`src/rtl/filter_out_requant.sv`:
```
// Requantises the IIR filter's Q16.16 result to Q8.8 with round-half-up and saturation,
// then buffers samples in a credit-controlled first-word-fall-through FIFO.
module filter_out_requant #(
  parameter int IN_W  = 32,
  parameter int OUT_W = 16,
  parameter int SHIFT = 8,
  parameter int DEPTH = 4
) (
  input  logic             clk,
  input  logic             rst,
  input  logic             in_valid,
  output logic             in_ready,
  input  logic [IN_W-1:0]  in_data,
  output logic             out_valid,
  input  logic             out_ready,
  output logic [OUT_W-1:0] out_data,
  output logic             out_sat,
  input  logic             clr_count,
  output logic [15:0]      sat_count
);

  localparam int AW = (DEPTH > 1) ? $clog2(DEPTH) : 1;
  localparam int CW = AW + 1;

  localparam logic signed [IN_W:0] HALF = {{IN_W{1'b0}}, 1'b1} << (SHIFT - 1);
  localparam logic signed [IN_W:0] MAXV = {{(IN_W-OUT_W+2){1'b0}}, {(OUT_W-1){1'b1}}};
  localparam logic signed [IN_W:0] MINV = {{(IN_W-OUT_W+2){1'b1}}, {(OUT_W-1){1'b0}}};
  localparam logic [CW:0]          DEPTH_C = (CW+1)'(DEPTH);

  // One extra bit of headroom keeps the rounding add from wrapping at the positive limit.
  function automatic logic signed [IN_W:0] round_shift(input logic signed [IN_W-1:0] x);
    logic signed [IN_W:0] sum;
    sum = {x[IN_W-1], x} + HALF;
    return sum >>> SHIFT;
  endfunction

  // Returns {sat, data}.
  function automatic logic [OUT_W:0] saturate(input logic signed [IN_W:0] q);
    if (q > MAXV)
      return {1'b1, 1'b0, {(OUT_W-1){1'b1}}};
    else if (q < MINV)
      return {1'b1, 1'b1, {(OUT_W-1){1'b0}}};
    else
      return {1'b0, q[OUT_W-1:0]};
  endfunction

  logic signed [IN_W:0]    q_p1;
  logic                    vld_p1;
  logic signed [OUT_W-1:0] data_p2;
  logic                    sat_p2;
  logic                    vld_p2;

  logic [OUT_W:0]  mem [DEPTH];
  logic [AW-1:0]   wr_ptr;
  logic [AW-1:0]   rd_ptr;
  logic [CW-1:0]   count;
  logic [15:0]     sat_cnt;
  logic [CW:0]     occ;
  logic            accept;
  logic            push;
  logic            pop;

  // Credit counts everything in flight so the FIFO can never overflow and the pipe never stalls.
  assign occ       = {1'b0, count} + {{CW{1'b0}}, vld_p1} + {{CW{1'b0}}, vld_p2};
  assign in_ready  = !rst && (occ < DEPTH_C);
  assign accept    = in_valid && in_ready;
  assign out_valid = !rst && (count != '0);
  assign push      = vld_p2;
  assign pop       = out_valid && out_ready;
  assign out_data  = out_valid ? mem[rd_ptr][OUT_W-1:0] : '0;
  assign out_sat   = out_valid ? mem[rd_ptr][OUT_W] : 1'b0;
  assign sat_count = sat_cnt;

  // Stage p1: round and shift
  always_ff @(posedge clk) begin
    if (accept)
      q_p1 <= round_shift($signed(in_data));
  end

  // Stage p2: saturate to output range
  always_ff @(posedge clk) begin
    if (vld_p1)
      {sat_p2, data_p2} <= saturate(q_p1);
  end

  // FIFO write stage
  always_ff @(posedge clk) begin
    if (push)
      mem[wr_ptr] <= {sat_p2, data_p2};
  end

  always_ff @(posedge clk) begin
    if (rst) begin
      vld_p1 <= 1'b0;
      vld_p2 <= 1'b0;
      wr_ptr <= '0;
      rd_ptr <= '0;
      count  <= '0;
    end else begin
      vld_p1 <= accept;
      vld_p2 <= vld_p1;
      if (push)
        wr_ptr <= wr_ptr + 1'b1;
      if (pop)
        rd_ptr <= rd_ptr + 1'b1;
      case ({push, pop})
        2'b10:   count <= count + 1'b1;
        2'b01:   count <= count - 1'b1;
        default: count <= count;
      endcase
    end
  end

  always_ff @(posedge clk) begin
    if (rst || clr_count)
      sat_cnt <= '0;
    else if (vld_p2 && sat_p2 && (sat_cnt != 16'hFFFF))
      sat_cnt <= sat_cnt + 1'b1;
  end

endmodule

```
`config.mk`:
```
export PLATFORM = sky130hd
export DESIGN_NAME = filter_out_requant
export DESIGN_NICKNAME = d
export VERILOG_FILES = /design/src/rtl/filter_out_requant.sv
export SDC_FILE = /design/constraint.sdc
export NUM_CORES = 1
export LEC_CHECK = 0
export CAP_MARGIN = 10
export CORE_MARGIN = 2
export CORE_UTILIZATION = 55
export DETAILED_ROUTE_END_ITERATION = 10
export PLACE_DENSITY = 0.79
export SLEW_MARGIN = 20
export SYNTH_ARGS = -nofsm -noshare
export SYNTH_HDL_FRONTEND = slang
export SYNTH_SLANG_ARGS = --single-unit
```
`constraint.sdc`:
```
create_clock -name clk -period 2.7 [get_ports clk]
set_input_delay 0.54 -clock clk [delete_from_list [all_inputs] [get_ports clk]]
set_output_delay 0.54 -clock clk [all_outputs]
set_load 0.02 [all_outputs]
```
Yosys cells after proc, flatten, opt, wreduce, memory -nomap -nowiden
Memories as Yosys holds them, arrays and structs flattened. A register that Yosys moved wholly into a read port is not among the register bits.
Index checks and enable logic that the tools add are counted.
- reduce and logical (&&, ||, !) cells: 10
- $lt $le $gt $ge: 3
- eq/ne operators: 3
- multiplexer cells: 8
- add/sub/neg operators: 8
- operators with widths (cell ; count):
    $add A32 B9 Y33 const B ; 1
    $gt A25 B16 Y1 const B ; 1
    $lt A25 B16 Y1 const B ; 1
    $mux W17 ; 1
    $add A16 B1 Y16 const B ; 1
    $mux W16 ; 1
    $ne A16 B16 Y1 const B ; 1
    $logic_and A1 B1 Y1 ; 6
    $pmux W3 S2 ; 1
    $add A2 B1 Y2 const B ; 2
    $add A3 B1 Y4 ; 1
    $add A4 B1 Y4 ; 1
    $lt A4 B3 Y1 const B ; 1
    $mux W2 ; 2
    $add A3 B1 Y3 const B ; 1
    $mux W1 ; 3
    $reduce_bool A3 Y1 ; 1
    $sub A3 B1 Y3 const B ; 1
    $eq A2 B1 Y1 const B ; 1
    $eq A2 B2 Y1 const B ; 1
    $reduce_bool A2 Y1 ; 1
    $logic_not A1 Y1 ; 1
    $logic_or A1 B1 Y1 ; 1
- RAM bits: 68
- word-level logic and storage cells: 42
- memories kept: 1
- flip-flop bits (word level): 67
- bits of input ports: 37
- output and inout port bits: 35
- memory list (memory ; words ; bits a word ; read ports ; clocked after Yosys merged registers in ; write ports ; RTL line ; text):
    mem ; 4 ; 17 ; 1 ; 1 ; 1 ; 53 ; logic [OUT_W:0] mem [DEPTH];

Depth between registers and ports, before layout
Gate-level depths: netlist of run 1.
- depth in word-level cells: 5
- gate-level depth with buffers: 8
- gate-level depth less buffers: 8

Worst setup path after synthesis of run 1
No wires, ideal clock.
- path type: reg2reg
- start point: reg count[0]
- end point: reg q_p1[0] (enable)
- library setup time: 0.384 ns
- clock period less this slack: 2.430 ns
- path slack: 0.270 ns
- arrival time: 2.046 ns
- stages on the path, launching flop included: 6
- path buffers: 0
- data required time: 2.316 ns
- path through: dfxtp_1 ha_1 a21oi_1 nor2_1 nor3_1 and2_1
- cells in the longest elaborated chain, start to end: 5
- RTL lines (what ; RTL line ; text):
    from (decl) ; 56 ; logic [CW-1:0] count;
    from (signal assigned) ; 107 ; 2'b10: count <= count + 1'b1;
    from (signal assigned) ; 108 ; 2'b01: count <= count - 1'b1;
    from (signal assigned) ; 109 ; default: count <= count;
    $add A3 B1 Y4 ; 64 ; assign occ = {1'b0, count} + {{CW{1'b0}}, vld_p1} + {{CW{1'b0}}, vld_p2};
    $add A4 B1 Y4 ; 64 ;
    $lt A4 B3 Y1 ; 65 ; assign in_ready = !rst && (occ < DEPTH_C);
    $logic_and A1 B1 Y1 ; 65 ;
    via in_ready ; 12 ; output logic in_ready,
    $logic_and A1 B1 Y1 ; 66 ; assign accept = in_valid && in_ready;
    via accept ; 59 ; logic accept;
    to (signal assigned) ; 77 ; q_p1 <= round_shift($signed(in_data));
    to (decl) ; 47 ; logic signed [IN_W:0] q_p1;
The timed path passes the listed nets, and every way through them passes these cells.
A chain may end at the register's enable or synchronous reset.

==> out/results.ini, run 1 <==
[sta]
period_needed_ps=2613
rsz0062_at_grt=false
fin_skew_ps=8.582
finalHoldWorstSlack_ps=499.7
fin_ws_ps=86.54
min_period_over_period=0.9679
drv_slew=0
final-hold-violation-count=0
setup_violations=0
final.setup.tns_ps=0
slew-limit-headroom=0.4627
fmax_mhz=382.6
worst_pin_slew_ps=799.8

[synth]
async_flop_share=0
ys_ff_latch=137
yosys_warnings=0
syn-mean-instance-area_um2=14.51
synth-edff-count=110
synth_nets=446
synth_common_cells=110 x edfxtp_1, 27 x dfxtp_1, 18 x nor2_1, 18 x nor2b_1
yosysTopAreaCellShare=0.5690
synth_area_leader_cell=edfxtp_1
synth_ff_type=edfxtp_1
yosysSeqAreaShare=0.6621
yosysMostFrequentCell=edfxtp_1
ys_types=39
syn_area_um2=5806
yosys-top-cells-area=edfxtp_1 57%, dfxtp_1 9.3%, mux4_2 6.6%
syn_inst=400

[critical_path]
critPathKind=register to primary output
crit_fanout=9
worstPathRequired_ps=2160
crit_buf_inv=2
cpMaxStageDelayCell=mux4_2
crit_chain=buf_12 -> mux4_2 -> nor2b_1 -> dlygate4sd2_1
path_delay_family=buffers and inverters
endpoint_kind=primary output
cpPeakStageDelay_ps=500
crit_path_start_kind=register
arrival_ps=2070

[power]
power.internal_uw=3663
power.density_nw_per_um2=642.2
combPwrFrac=0.059
p_leak_uw=0.002473
switching_share=0.2068
power.switching_uw=955.0
ir_drop_v=0.0003857
power_frac_seq=0.511
p_clk_frac=0.430

[global_route]
grt_remaining_overflow=0
grt_pass1_wl_mm=16.34
grt_pass1_vias=3418
antenna_found_initial=0
grt_usage=0.1889
grt_max_degree=26

[floorplan]
fp.dieW_um=106.7
start_util=0.5649
core_um2=10280
io_pins=72
die_area_um2=11390
die_height_um=106.7
rows=37

[drt]
viasPerCell=5.610
wl_per_cell_um=16.44
ant_nets=0
num_vias=3534
drtIter0Drc=201
wirelength_mm=10.36
dr.pass1.iters=4
drc=0

[clock_tree]
clockRootBuffer=clkbuf_8
cts_tree=yes
htreeDepth=4
insertion_delay_ps=520
clock_path_buffers=2
clk_pin_slew_ps=60
cts_num_sinks=137
cts_buffers=17
hold_buffers=0

[finish]
layout.nets=528
fill_cells=707
fin_area_um2=7192
drive_above_1_share=0.1356
area_growth_pct=23.88
final_util=0.6998
diodes=0

[outcome]
status=completed

[placed_design]
pre_cts_slack_ps=-120.7
io_buffers=64
dp_hpwl_mm=6.537
place.gp.congestion=0.8030
placed_area_um2=6673

[hold_path]
hp-class=register to register

[run]
maxCapViolations=0

[final cells by class]
class                           count  area, um2  area share
Timing Repair Buffer               78      753.2      0.1047
Sequential cell                   137       3845      0.5346
Multi-Input combinational cell    234       1863      0.2590
Inverter                           14      52.55    0.007307
Tap cell                          136      170.2     0.02366
Clock buffer                       20      425.4     0.05915
Clock inverter                     11      82.58     0.01148
[sequential cells by signal, summed over array words and instances (netlist names), named ones only]
name	flops
push	1
rd_ptr	2
wr_ptr	2
data_p2	16
mem	68
q_p1	25
vld_p1	1
sat_count	16
sat_p2	1
count	3
[cell families after synthesis]
| kind of cell | Yosys count | synth area share |
|---|---|---|
| DFF | 137 | 0.6621 |
| buffers and inverters | 29 | 0.01940 |
| AOI/OAI and AO/OA | 51 | 0.06035 |
| xor gates and xnor gates | 29 | 0.04375 |
| and+or+nand+nor | 126 | 0.1244 |
| muxes | 19 | 0.06940 |
| adders and majority gates | 9 | 0.02069 |
[routing by layer]
layer  part of all wire  track usage
met5                  0            0
met4              0.011      0.08349
met2               0.51       0.3212
met3              0.039      0.04438
met1               0.44       0.2311
[what timing repair did]
item	CTS	global route
endpoints found under the setup margin	19	2
buffers inserted	0	0
resized for setup	20	1
gates cloned	0	1
[stage by stage]
step	cells	total power, uW
finish	630	4618
global route	630	4769
CTS	629	4642
detailed placement	598	2681
global placement	598	2670
floorplan	400	2547
[power groups by stage]
stage                     clock (uW)  combinational (uW)  sequential [uW]
after floorplan                    0                 151             2400
after global placement             0                 272             2400
after detailed placement           0                 278             2400
after CTS                       2010                 272             2360
after global routing            2100                 299             2370
final                           1980                 273             2360
[worst paths after layout]
check | from | end | slack [ps] | cells after the start
worst max-delay path | register | out_data[15] | 90 | 4
worst min-delay path | data_p2[12] | mem[0][12] | 500 | 0
worst max register to register | count[0] | count[2] | 600 | 8
worst min register to register | data_p2[12] | mem[0][12] | 500 | 0
[cells in the final DEF (no fill, tap or decap), drive strengths merged, types with 8 or more instances in the layout]
cell and count:
or3 9, clkinv 9, xor2 17, nand4 10, nor2b 18, a21o 15, nor3 16, dlygate4sd2 18
dfxtp 27, edfxtp 110, nand2 12, mux4 17, a21oi 15, nor2 18, xnor2 12, inv 14
clkbuf 21, ha 8, clkdlybuf4s50 46, nand3 14, buf 13
Power figures use the tool's default switching activity.
==> run 2, diff against run 1 <==
--- a/config.mk
+++ b/config.mk
@@ -7,5 +7,5 @@
 export LEC_CHECK = 0
 export CAP_MARGIN = 10
-export CORE_MARGIN = 2
+export CORE_MARGIN = 1
 export CORE_UTILIZATION = 55
 export DETAILED_ROUTE_END_ITERATION = 10
==> constraint.sdc (replaced) <==
create_clock -name clk -period 3 [get_ports clk]
set_input_delay 0.6 -clock clk [delete_from_list [all_inputs] [get_ports clk]]
set_output_delay 0.6 -clock clk [all_outputs]
set_load 0.05 [all_outputs]
==> run 2 against run 1 <==
Against the previous run:
- first-iteration DRC count increased by 24%
- wire length increased by 13%
- die area decreased by 3.7%
- sequential power decreased by 9.7%
- clock-buffer cell count decreased by 2
- register-to-register slack improved by 260 ps
- via count increased by 3.7%
- sequential share of layout area decreased by 2.4 points
- critical path type is now input pin to primary output
- critical endpoint is now out_data[3]
- largest power group is now the clock network
- highest routed layer unchanged
==> out/results.ini, run 2 (synthesis gave the netlist of run 1 again) <==
[finish]
final_common_cell=edfxtp_1  ; unchanged
multi_input_area_um2=1861  ; was 1863 um2
largest_reg_flops=68  ; unchanged
ff_latch_area_um2=3844  ; was 3845 um2
layout.nets=521  ; was 528
layout_common_cells=110 x edfxtp_1, 45 x clkdlybuf4s50_1, 27 x dfxtp_1, 19 x buf_12  ; was 110 x edfxtp_1, 46 x clkdlybuf4s50_1, 26 x dfxtp_1
drive_above_1_share=0.1680  ; was 0.1356
fill_cells=624  ; was 707
area_growth_pct=29.66  ; was 23.88%
stdcell_count=624  ; was 630
top_regs=mem x68, q_p1 x25  ; unchanged
diodes=0  ; unchanged
top_register=mem  ; unchanged

[drt]
wirelength_mm=11.67  ; was 10.36 mm
num_vias=3664  ; was 3534
dr.pass1.iters=5  ; was 4
drtIter0Drc=249  ; was 201
drc=0  ; unchanged
wl_per_cell_um=18.69  ; was 16.44 um
viasPerCell=5.872  ; was 5.610
ant_nets=0  ; unchanged

[sta]
finalHoldWorstSlack_ps=501.4  ; was 499.7 ps
final.setup.tns_ps=0  ; unchanged
setup_violations=0  ; unchanged
min_period_over_period=0.9046
rsz0062_at_grt=false  ; unchanged
worst_pin_slew_ps=938.1  ; was 799.8 ps
period_needed_ps=2714
fmax_mhz=368.5
slew-limit-headroom=0.3746  ; was 0.4627
drv_slew=0  ; unchanged
final-hold-violation-count=0  ; unchanged
fin_skew_ps=5.035  ; was 8.582 ps

[critical_path]
cpMaxStageDelayCell=or2_2  ; was mux4_2
critPathKind=input pin to primary output  ; was register to primary output
rr_worst_depth=6  ; was 8
crit_path_start_kind=input pin  ; was register
r2r_end=q_p1[5]  ; was count[2]
crit_fanout=18  ; was 9
worstPathRequired_ps=2400  ; was 2160 ps
crit_end=out_data[3]  ; was out_data[15]
ff2ff_setup_slack_ps=860  ; was 600 ps
crit_start=rst
endpoint_kind=primary output  ; unchanged
crit_chain=clkdlybuf4s50_1 -> or2_2 -> nor2b_1 -> buf_12  ; was buf_12 -> mux4_2 -> nor2b_1 -> dlygate4sd2_1
cpPeakStageDelay_ps=510  ; was 500 ps
arrival_ps=2110  ; was 2070 ps
reg2reg_from=push  ; was count[0]

[power]
p_leak_uw=0.002530  ; was 0.002473 uW
power.internal_uw=4012  ; was 3663 uW
switching_share=0.1917  ; was 0.2068
combPwrFrac=0.064  ; was 0.059
ir_drop_v=0.0003491  ; was 0.0003857 V
p_clk_frac=0.508  ; was 0.430
power.switching_uw=951.2  ; was 955.0 uW
power.density_nw_per_um2=659.3  ; was 642.2 nW/um2
power_frac_seq=0.428  ; was 0.511

[clock_tree]
cts_buffers=17  ; unchanged
insertion_delay_ps=520  ; about the same
htreeDepth=4  ; unchanged
hold_buffers=0  ; unchanged
clockRootBuffer=clkbuf_8  ; unchanged
postCtsResizedCells=0  ; was 20
cts_setup_buffers=0  ; unchanged
clock_path_buffers=2  ; unchanged
cts_num_sinks=137  ; unchanged
cts_tree=yes  ; unchanged
clk_pin_slew_ps=60  ; about the same

[floorplan]
fp.dieW_um=104.7  ; was 106.7 um
io_pins=72  ; unchanged
die_area_um2=10970  ; was 11390 um2
rows=37  ; unchanged
core_um2=10280  ; unchanged
die_height_um=104.7  ; was 106.7 um
start_util=0.5649  ; unchanged

[placed_design]
place.gp.congestion=0.8072  ; was 0.8030
dp_cells=592  ; was 598
io_buffers=64  ; unchanged
dp_hpwl_mm=6.652  ; was 6.537 mm

[global_route]
gr-usage-met3=0.05303  ; was 0.04438
antenna_found_initial=0  ; unchanged
grtUsageMet1=0.2587  ; was 0.2311
grt_use_met2=0.3945  ; was 0.3212
grt_remaining_overflow=0  ; unchanged
grt_most_used_layer=met2  ; unchanged
grt_usage=0.2272  ; was 0.1889
grt_max_degree=26  ; unchanged
grt_pass1_wl_mm=18.44  ; was 16.34 mm
grt_pass1_vias=3707  ; was 3418

[hold_path]
hp-class=register to register  ; unchanged

[run]
maxCapViolations=0  ; unchanged

[outcome]
status=completed  ; unchanged

-- run 2: layer usage --
layer / up-vias / share of wire
li1: 1679 / -
met1: 1813 / 0.40
met2: 146 / 0.54
met3: 26 / 0.046
met4: 0 / 0.021
met5: - / 0
-- run 2: through the flow --
step                setup slack [ps]  cell area [um2]  total power, uW    util
global placement               285.5             6804             2463  0.6620
finish                         286.3             7527             4963  0.7324
global route                   199.0             7527             5093  0.7324
floorplan                      418.8             5811             2324       -
detailed placement             228.9             6810             2475  0.6626
CTS                            243.2             7527             4987  0.7324
-- run 2: worst max-delay path, delay by kind of cell --
| kind | cells | cell delay (ps) |
|---|---|---|
| buf+inv | 2 | 670 |
| simple gates | 2 | 830 |
-- run 2: area by class of cell --
cell class	count	share of cell area
Inverter	14	0.006981
Clock inverter	14	0.03973
Tap cell	136	0.02261
Clock buffer	18	0.05552
Sequential cell	137	0.5106
Timing Repair Buffer	71	0.1174
Multi-Input combinational cell	234	0.2472
-- run 2: how the worst min path moves through the flow --
| stage | end | from | depth (start not counted) | slack, ps |
|---|---|---|---|---|
| after floorplan | mem[0][0] | data_p2[0] | 0 | 460 |
| after global placement | mem[2][3] | data_p2[3] | 0 | 470 |
| after detailed placement | mem[0][9] | data_p2[9] | 0 | 490 |
| after CTS | mem[2][9] | data_p2[9] | 0 | 500 |
| after global routing | mem[3][7] | data_p2[7] | 0 | 530 |
| final | mem[0][9] | data_p2[9] | 0 | 500 |
-- run 2: power by group through the flow --
| stage | clock network, uW | logic [uW] | registers (uW) |
|---|---|---|---|
| after floorplan | 0 | 167 | 2160 |
| after global placement | 0 | 304 | 2160 |
| after CTS | 2540 | 318 | 2120 |
| after global routing | 2630 | 335 | 2130 |
| final | 2520 | 315 | 2130 |
| after detailed placement | 0 | 312 | 2160 |
